--- src/rtl/bios_loader.sv ---
// Boot-time copy sequencer: moves NEXTOR, FM-BIOS and PAC images from
// serial flash into SD-RAM. Bytes are read from flash one at a time and
// packed little-endian into 16-bit SD-RAM word writes. The MSX bus is held
// in wait until every enabled region has been copied.
`timescale 1ns/1ps
module bios_loader #(
  parameter bit          EN_NEXTOR   = 1'b1,
  parameter bit          EN_FM       = 1'b1,
  parameter bit          EN_PAC      = 1'b1,
  parameter logic [23:0] SRC_NEXTOR  = 24'h10_0000,
  parameter logic [23:0] DST_NEXTOR  = 24'h70_0000,
  parameter logic [23:0] SIZE_NEXTOR = 24'h02_0000,
  parameter logic [23:0] SRC_FM      = 24'h12_0000,
  parameter logic [23:0] DST_FM      = 24'h72_0000,
  parameter logic [23:0] SIZE_FM     = 24'h00_4000,
  parameter logic [23:0] SRC_PAC     = 24'h1F_0000,
  parameter logic [23:0] DST_PAC     = 24'h77_E000,
  parameter logic [23:0] SIZE_PAC    = 24'h00_2000,
  parameter int          START_DELAY = 1024
) (
  input  logic        clk,
  input  logic        reset,
  input  logic        start,
  output logic        flash_req,
  output logic [23:0] flash_addr,
  input  logic        flash_valid,
  input  logic [7:0]  flash_rdata,
  output logic        ram_wr,
  output logic [23:0] ram_addr,
  output logic [15:0] ram_wdata,
  input  logic        ram_ack,
  output logic        busy,
  output logic        done,
  output logic        bus_wait
);

  localparam logic [2:0] S_DELAY  = 3'd0;
  localparam logic [2:0] S_SELECT = 3'd1;
  localparam logic [2:0] S_RD_LO  = 3'd2;
  localparam logic [2:0] S_RD_HI  = 3'd3;
  localparam logic [2:0] S_WRITE  = 3'd4;
  localparam logic [2:0] S_FINISH = 3'd5;

  // A zero delay still spends one cycle in DELAY; the counter terminal
  // value is clamped so the compare stays well defined.
  localparam int DLY_LAST = (START_DELAY > 0) ? START_DELAY - 1 : 0;
  localparam int DW       = (DLY_LAST > 0) ? $clog2(DLY_LAST + 1) : 1;
  localparam logic [DW-1:0] DLY_END = DW'(DLY_LAST);

  localparam logic [2:0] EN_VEC = {EN_PAC, EN_FM, EN_NEXTOR};

  typedef struct packed {
    logic [23:0] src;
    logic [23:0] dst;
    logic [23:0] cnt;
  } region_t;

  // Odd or empty images cannot be packed into whole words.
  if (EN_NEXTOR && (SIZE_NEXTOR[0] || SIZE_NEXTOR == 24'd0)) begin : g_bad_nextor
    $fatal(1, "bios_loader: SIZE_NEXTOR must be even and nonzero");
  end
  if (EN_FM && (SIZE_FM[0] || SIZE_FM == 24'd0)) begin : g_bad_fm
    $fatal(1, "bios_loader: SIZE_FM must be even and nonzero");
  end
  if (EN_PAC && (SIZE_PAC[0] || SIZE_PAC == 24'd0)) begin : g_bad_pac
    $fatal(1, "bios_loader: SIZE_PAC must be even and nonzero");
  end

  logic [2:0]    state, state_nxt;
  logic [DW-1:0] dly_cnt;
  logic [1:0]    rgn;        // index of the next region still to consider
  logic [23:0]   src, dst, cnt;

  logic          sel_found;
  logic [1:0]    sel_idx;
  region_t       sel_desc;

  logic          flash_take, ram_take, dly_done;

  // Responses only count while the matching request is actually up.
  assign flash_take = flash_req & flash_valid;
  assign ram_take   = ram_wr & ram_ack;
  assign dly_done   = (state == S_DELAY) && (dly_cnt == DLY_END);

  // Pick the lowest-numbered enabled region at or after rgn.
  always_comb begin
    sel_found = 1'b0;
    sel_idx   = 2'd0;
    sel_desc  = '0;
    for (int i = 2; i >= 0; i--) begin
      if (EN_VEC[i] && (i >= int'(rgn))) begin
        sel_found = 1'b1;
        sel_idx   = 2'(i);
      end
    end
    case (sel_idx)
      2'd0:    sel_desc = {SRC_NEXTOR, DST_NEXTOR, SIZE_NEXTOR >> 1};
      2'd1:    sel_desc = {SRC_FM,     DST_FM,     SIZE_FM     >> 1};
      default: sel_desc = {SRC_PAC,    DST_PAC,    SIZE_PAC    >> 1};
    endcase
  end

  // Next-state decode.
  always_comb begin
    state_nxt = state;
    case (state)
      S_DELAY:  if (dly_done) state_nxt = S_SELECT;
      S_SELECT: state_nxt = sel_found ? S_RD_LO : S_FINISH;
      S_RD_LO:  if (flash_take) state_nxt = S_RD_HI;
      S_RD_HI:  if (flash_take) state_nxt = S_WRITE;
      S_WRITE:  if (ram_take) state_nxt = (cnt == 24'd1) ? S_SELECT : S_RD_LO;
      S_FINISH: if (start) state_nxt = S_DELAY;
      default:  state_nxt = S_DELAY;
    endcase
  end

  // State register; reset always lands in DELAY so the copy restarts.
  always_ff @(posedge clk or posedge reset) begin
    if (reset) state <= S_DELAY;
    else       state <= state_nxt;
  end

  // Post-reset / post-start idle counter.
  always_ff @(posedge clk or posedge reset) begin
    if (reset)                 dly_cnt <= '0;
    else if (state != S_DELAY) dly_cnt <= '0;
    else if (!dly_done)        dly_cnt <= dly_cnt + 1'b1;
    else                       dly_cnt <= '0;
  end

  // Region bookkeeping: source/destination pointers and remaining words.
  always_ff @(posedge clk or posedge reset) begin
    if (reset) begin
      rgn <= 2'd0;
      src <= '0;
      dst <= '0;
      cnt <= '0;
    end else begin
      case (state)
        S_SELECT: if (sel_found) begin
          src <= sel_desc.src;
          dst <= sel_desc.dst;
          cnt <= sel_desc.cnt;
          rgn <= sel_idx + 2'd1;
        end
        S_RD_LO, S_RD_HI: if (flash_take) src <= src + 24'd1;
        S_WRITE: if (ram_take) begin
          dst <= dst + 24'd2;
          cnt <= cnt - 24'd1;
        end
        S_FINISH: if (start) rgn <= 2'd0;
        default: ;
      endcase
    end
  end

  // Flash port: raise the request one cycle after entering a read state,
  // which also guarantees an idle cycle between consecutive requests.
  always_ff @(posedge clk or posedge reset) begin
    if (reset) begin
      flash_req  <= 1'b0;
      flash_addr <= '0;
    end else if (state == S_RD_LO || state == S_RD_HI) begin
      if (!flash_req) begin
        flash_req  <= 1'b1;
        flash_addr <= src;
      end else if (flash_valid) begin
        flash_req  <= 1'b0;
      end
    end
  end

  // SD-RAM port: assemble the word, then hold addr/data until acked.
  always_ff @(posedge clk or posedge reset) begin
    if (reset) begin
      ram_wr    <= 1'b0;
      ram_addr  <= '0;
      ram_wdata <= '0;
    end else begin
      if (state == S_RD_LO && flash_take) ram_wdata[7:0] <= flash_rdata;
      if (state == S_RD_HI && flash_take) begin
        ram_wdata[15:8] <= flash_rdata;
        ram_wr          <= 1'b1;
        ram_addr        <= dst & ~24'd1;
      end
      if (state == S_WRITE && ram_take) ram_wr <= 1'b0;
    end
  end

  // Status: busy and bus_wait track together; done holds until a start.
  always_ff @(posedge clk or posedge reset) begin
    if (reset) begin
      busy     <= 1'b1;
      bus_wait <= 1'b1;
      done     <= 1'b0;
    end else if (state == S_FINISH) begin
      busy     <= start;
      bus_wait <= start;
      done     <= ~start;
    end
  end

endmodule

--- config.mk ---
export PLATFORM = sky130hd
export DESIGN_NAME = bios_loader
export DESIGN_NICKNAME = d
export VERILOG_FILES = /design/src/rtl/bios_loader.sv
export SDC_FILE = /design/constraint.sdc
export NUM_CORES = 1
export LEC_CHECK = 0
export CORE_MARGIN = 2
export CORE_UTILIZATION = 51
export CTS_CLUSTER_SIZE = 8
export DETAILED_ROUTE_END_ITERATION = 12
export PLACE_DENSITY = 0.86
export SYNTH_ARGS = -nofsm -noshare
export SYNTH_HDL_FRONTEND = slang
export SYNTH_SLANG_ARGS = --single-unit
--- constraint.sdc ---
create_clock -name clk -period 5.1 [get_ports clk]
set_clock_uncertainty 0.2 [all_clocks]
set_input_delay 1.02 -clock clk [delete_from_list [all_inputs] [get_ports clk]]
set_output_delay 1.02 -clock clk [all_outputs]
set_load 0.02 [all_outputs]
==> metrics.md <==
| Metric | Value |
|---|---|
| Outcome | finished, final reports clean |
| Dominant cell by count in the synthesized netlist | dfrtp_1 |
| WP data arrival | 3.19 ns |
| Hold path depth | 1 |
| Power, Total | 4.984 mW |
| FF-to-FF path depth | 5 |
| Netlist Area Pre-Place | 7151 sq um |
| Total grt overflow | 0 |
| Vias in the first global route | 5448 |
| Worst-margin pin slew | 1.223 ns |
| Rel. slew slack | 0.1839 |
| Slew Limit Fails | 0 |
| Final Critical Period | 3.113 ns |
| Setup TNS | 0 ns |
| WL final | 16.73 mm |
| # diodes | 0 |
| Crit-path slowest cell | or4b_1 |
| WHS Endpoint | ram_addr[9] |
| Post-synthesis area per instance | 11.17 sq um |
| Post-route ant nets | 0 |
| DR DRC count | 0 |
| Yosys warnings | 0 |
| Pwr per Cell Area | 570.3 nW/um^2 |
| Setup Buffers After CTS | 0 |
| Crit path largest cell delay | 0.92 ns |
| Area Overhead vs Synth | 22.22% |
| Crit-path cells | or4b_1, nor2_1, nor2_1, a311oi_1, nor4_1 |
| Max-cap check violation count | 0 |
| Root Buffer | clkbuf_16 |
| CTS buffer count | 17 |
| Mapped Nets | 661 |
| Reg2reg setup slack | 1.99 ns |
| Buffer and inverter count on the worst path | 0 |
| Hold path start | ram_addr[9] |
| Clk buf depth | 2 |
| Clock transition at the registers of the reported paths | 0.06 ns |
| FFs w/ async S/R, synth | 1.000 |
| Final Cycle Share | 0.6104 |
| Io pins | 82 |
| Synth top area cells | dfrtp_1 53%, mux2_2 9.9%, xor2_1 4.9%, nor2_1 4.3%, nand3_1 2.4% |
| DR iter-0 viols | 468 |
| Synth top area share | 0.5319 |
| Finish-stage setup viols | 0 |
| Top_reg_cell synth | dfrtp_1 |
| Die Height | 122.4 um |
| First-pass GRT wire length | 27.06 mm |
| Type of origin of the critical path | flip-flop |
| Core box area | 13770 sq um |
| Rows | 43 |
| CTS tree | done |
| Routability Congestion | 0.8568 |
| Initial antenna violation count | 0 |
| Initial Utilization | 0.5192 |
| IR drop worst, VDD | 292.8 uV |
| Dpl hpwl | 10.92 mm |
| Sink Count | 153 |
| Drt first pass iters | 5 |
| GRT Total Usage | 0.2318 |
| Delay-heaviest family, CP | simple AND/OR/NAND/NOR gates |
| Yosys cell types | 64 |
| WS Path Type | reg2reg |
| DR WL/cell | 18.39 um |
| Horiz. Die Dim | 122.4 um |
| Min Hold Slack | 0.3052 ns |
| H-tree depth | 4 |
| Leakage | 3.763 nW |
| Final hold viol count | 0 |
| CP Data Required Time | 5.18 ns |
| Post-Syn Instances | 640 |
| Final instance area | 8740 sq um |
| Post-synth EDFFs | 0 |
| CP endpoint kind | flip-flop |
| Cells resized by post-CTS repair | 0 |
| Layout cells sized above 1 | 0.1671 |
| DR vias/cell | 5.926 |
| Port bufs | 80 |
| Cell mode on critical path | nor2_1 |
| Fmax | 321.3 MHz |
| CP Max Fanout | 19 |
| Routed vias | 5393 |
| Hold WC Path Type | reg2reg |
| Synth top cells by count | 152 x dfrtp_1, 82 x nor2_1, 63 x mux2_2 |
| R2R Path End | dst[18] |
| #FFs+latches synth | 153 |
| Yosys top cell by area | dfrtp_1 |
| RR Startpoint | state[2] |
| Largest net degree at the start of global routing | 154 |
| Clock insertion delay at the later pin of the skew report | 0.43 ns |
| Sequential share of the synthesized area | 0.5356 |
| Final setup margin | 1.987 ns |
| # hold bufs at CTS | 0 |
| RSZ-0062 raised after global routing | false |
| Die area | 14980 sq um |
| Pre-CTS WS | 1.778 ns |
| Post-DP Area | 8097 sq um |
| Layout Nets | 738 |
routing by layer:
metal  vias up  track usage  share of wire  wire length, um
met5         -            0              0                0
met2       206       0.4042           0.53             8885
met4         0      0.08693          0.023              377
met1      2720       0.2845           0.40             6680
met3        44      0.04647          0.047              789
li1       2423            -              -                -
registers in the layout (all words and copies together) (netlist names):
| name | flops |
|---|---|
| cnt | 24 |
| flash_addr | 24 |
| src | 24 |
| dst | 23 |
| ram_addr | 23 |
| ram_wdata | 16 |
| dly_cnt | 10 |
| state | 3 |
| rgn | 2 |
| bus_wait | 1 |
| done | 1 |
| flash_req | 1 |
| ram_wr | 1 |
worst max-delay path by stage:
stage	start	end	slack, ns	cells after the start
floorplan	reset	cnt[0]	1.95	1
global placement	ram_ack	cnt[6]	1.85	6
detailed placement	ram_ack	cnt[6]	1.78	6
CTS	state[2]	dst[18]	2.10	5
global route	state[2]	dst[18]	1.94	5
finish	state[2]	dst[18]	1.99	5
cell type report:
| class | count | area, sq um |
|---|---|---|
| Clock buffer | 20 | 456.7 |
| Clock inverter | 12 | 186.4 |
| Fill cell | 1008 | 5034 |
| Inverter | 12 | 48.80 |
| Tap cell | 180 | 225.2 |
| Multi-Input combinational cell | 449 | 3149 |
| Sequential cell | 153 | 3830 |
| Timing Repair Buffer | 84 | 843.3 |
cell families after synthesis:
group | share of synthesized area
and+or+nand+nor | 0.1885
buffers and inverters | 0.02502
adders and majority gates | 0.01400
AOI/OAI and AO/OA | 0.06807
muxes | 0.1034
xor gates and xnor gates | 0.06492
DFF | 0.5356
other | 0.0005244
cell usage in the layout (no fill, tap or decap), drive strengths merged, types with 3 or more instances in the layout:
cell and instances:
or4 4, clkinvlp 6, buf 4, nor2b 3, and3 12, nor2 83
ha 8, clkbuf 20, or3b 3, dfrtp 152, xor2 40, mux2 63
bufinv 4, clkdlybuf4s50 80, nand3b 3, and2 6, nor3b 4, or2 4
mux2i 3, o22ai 3, nand4 22, nor3 9, nor4 12, nand2 37
a211oi 5, and4 7, xnor2 13, nand3 35, a21oi 20, inv 14
o21ai 16, or3 7
stage by stage:
step | std cells | utilization
2_1_floorplan | 640 | -
3_3_place_gp | 878 | 0.5878
3_5_place_dp | 878 | 0.5878
4_1_cts | 910 | 0.6345
5_1_grt | 910 | 0.6345
6_report | 910 | 0.6345
report_power, final:
group | switching (mW) | internal, mW
clock network | 0.512 | 0.851
logic | 1.02 | 0.765
registers | 0.322 | 1.51
(Power assumes the default switching activity.)
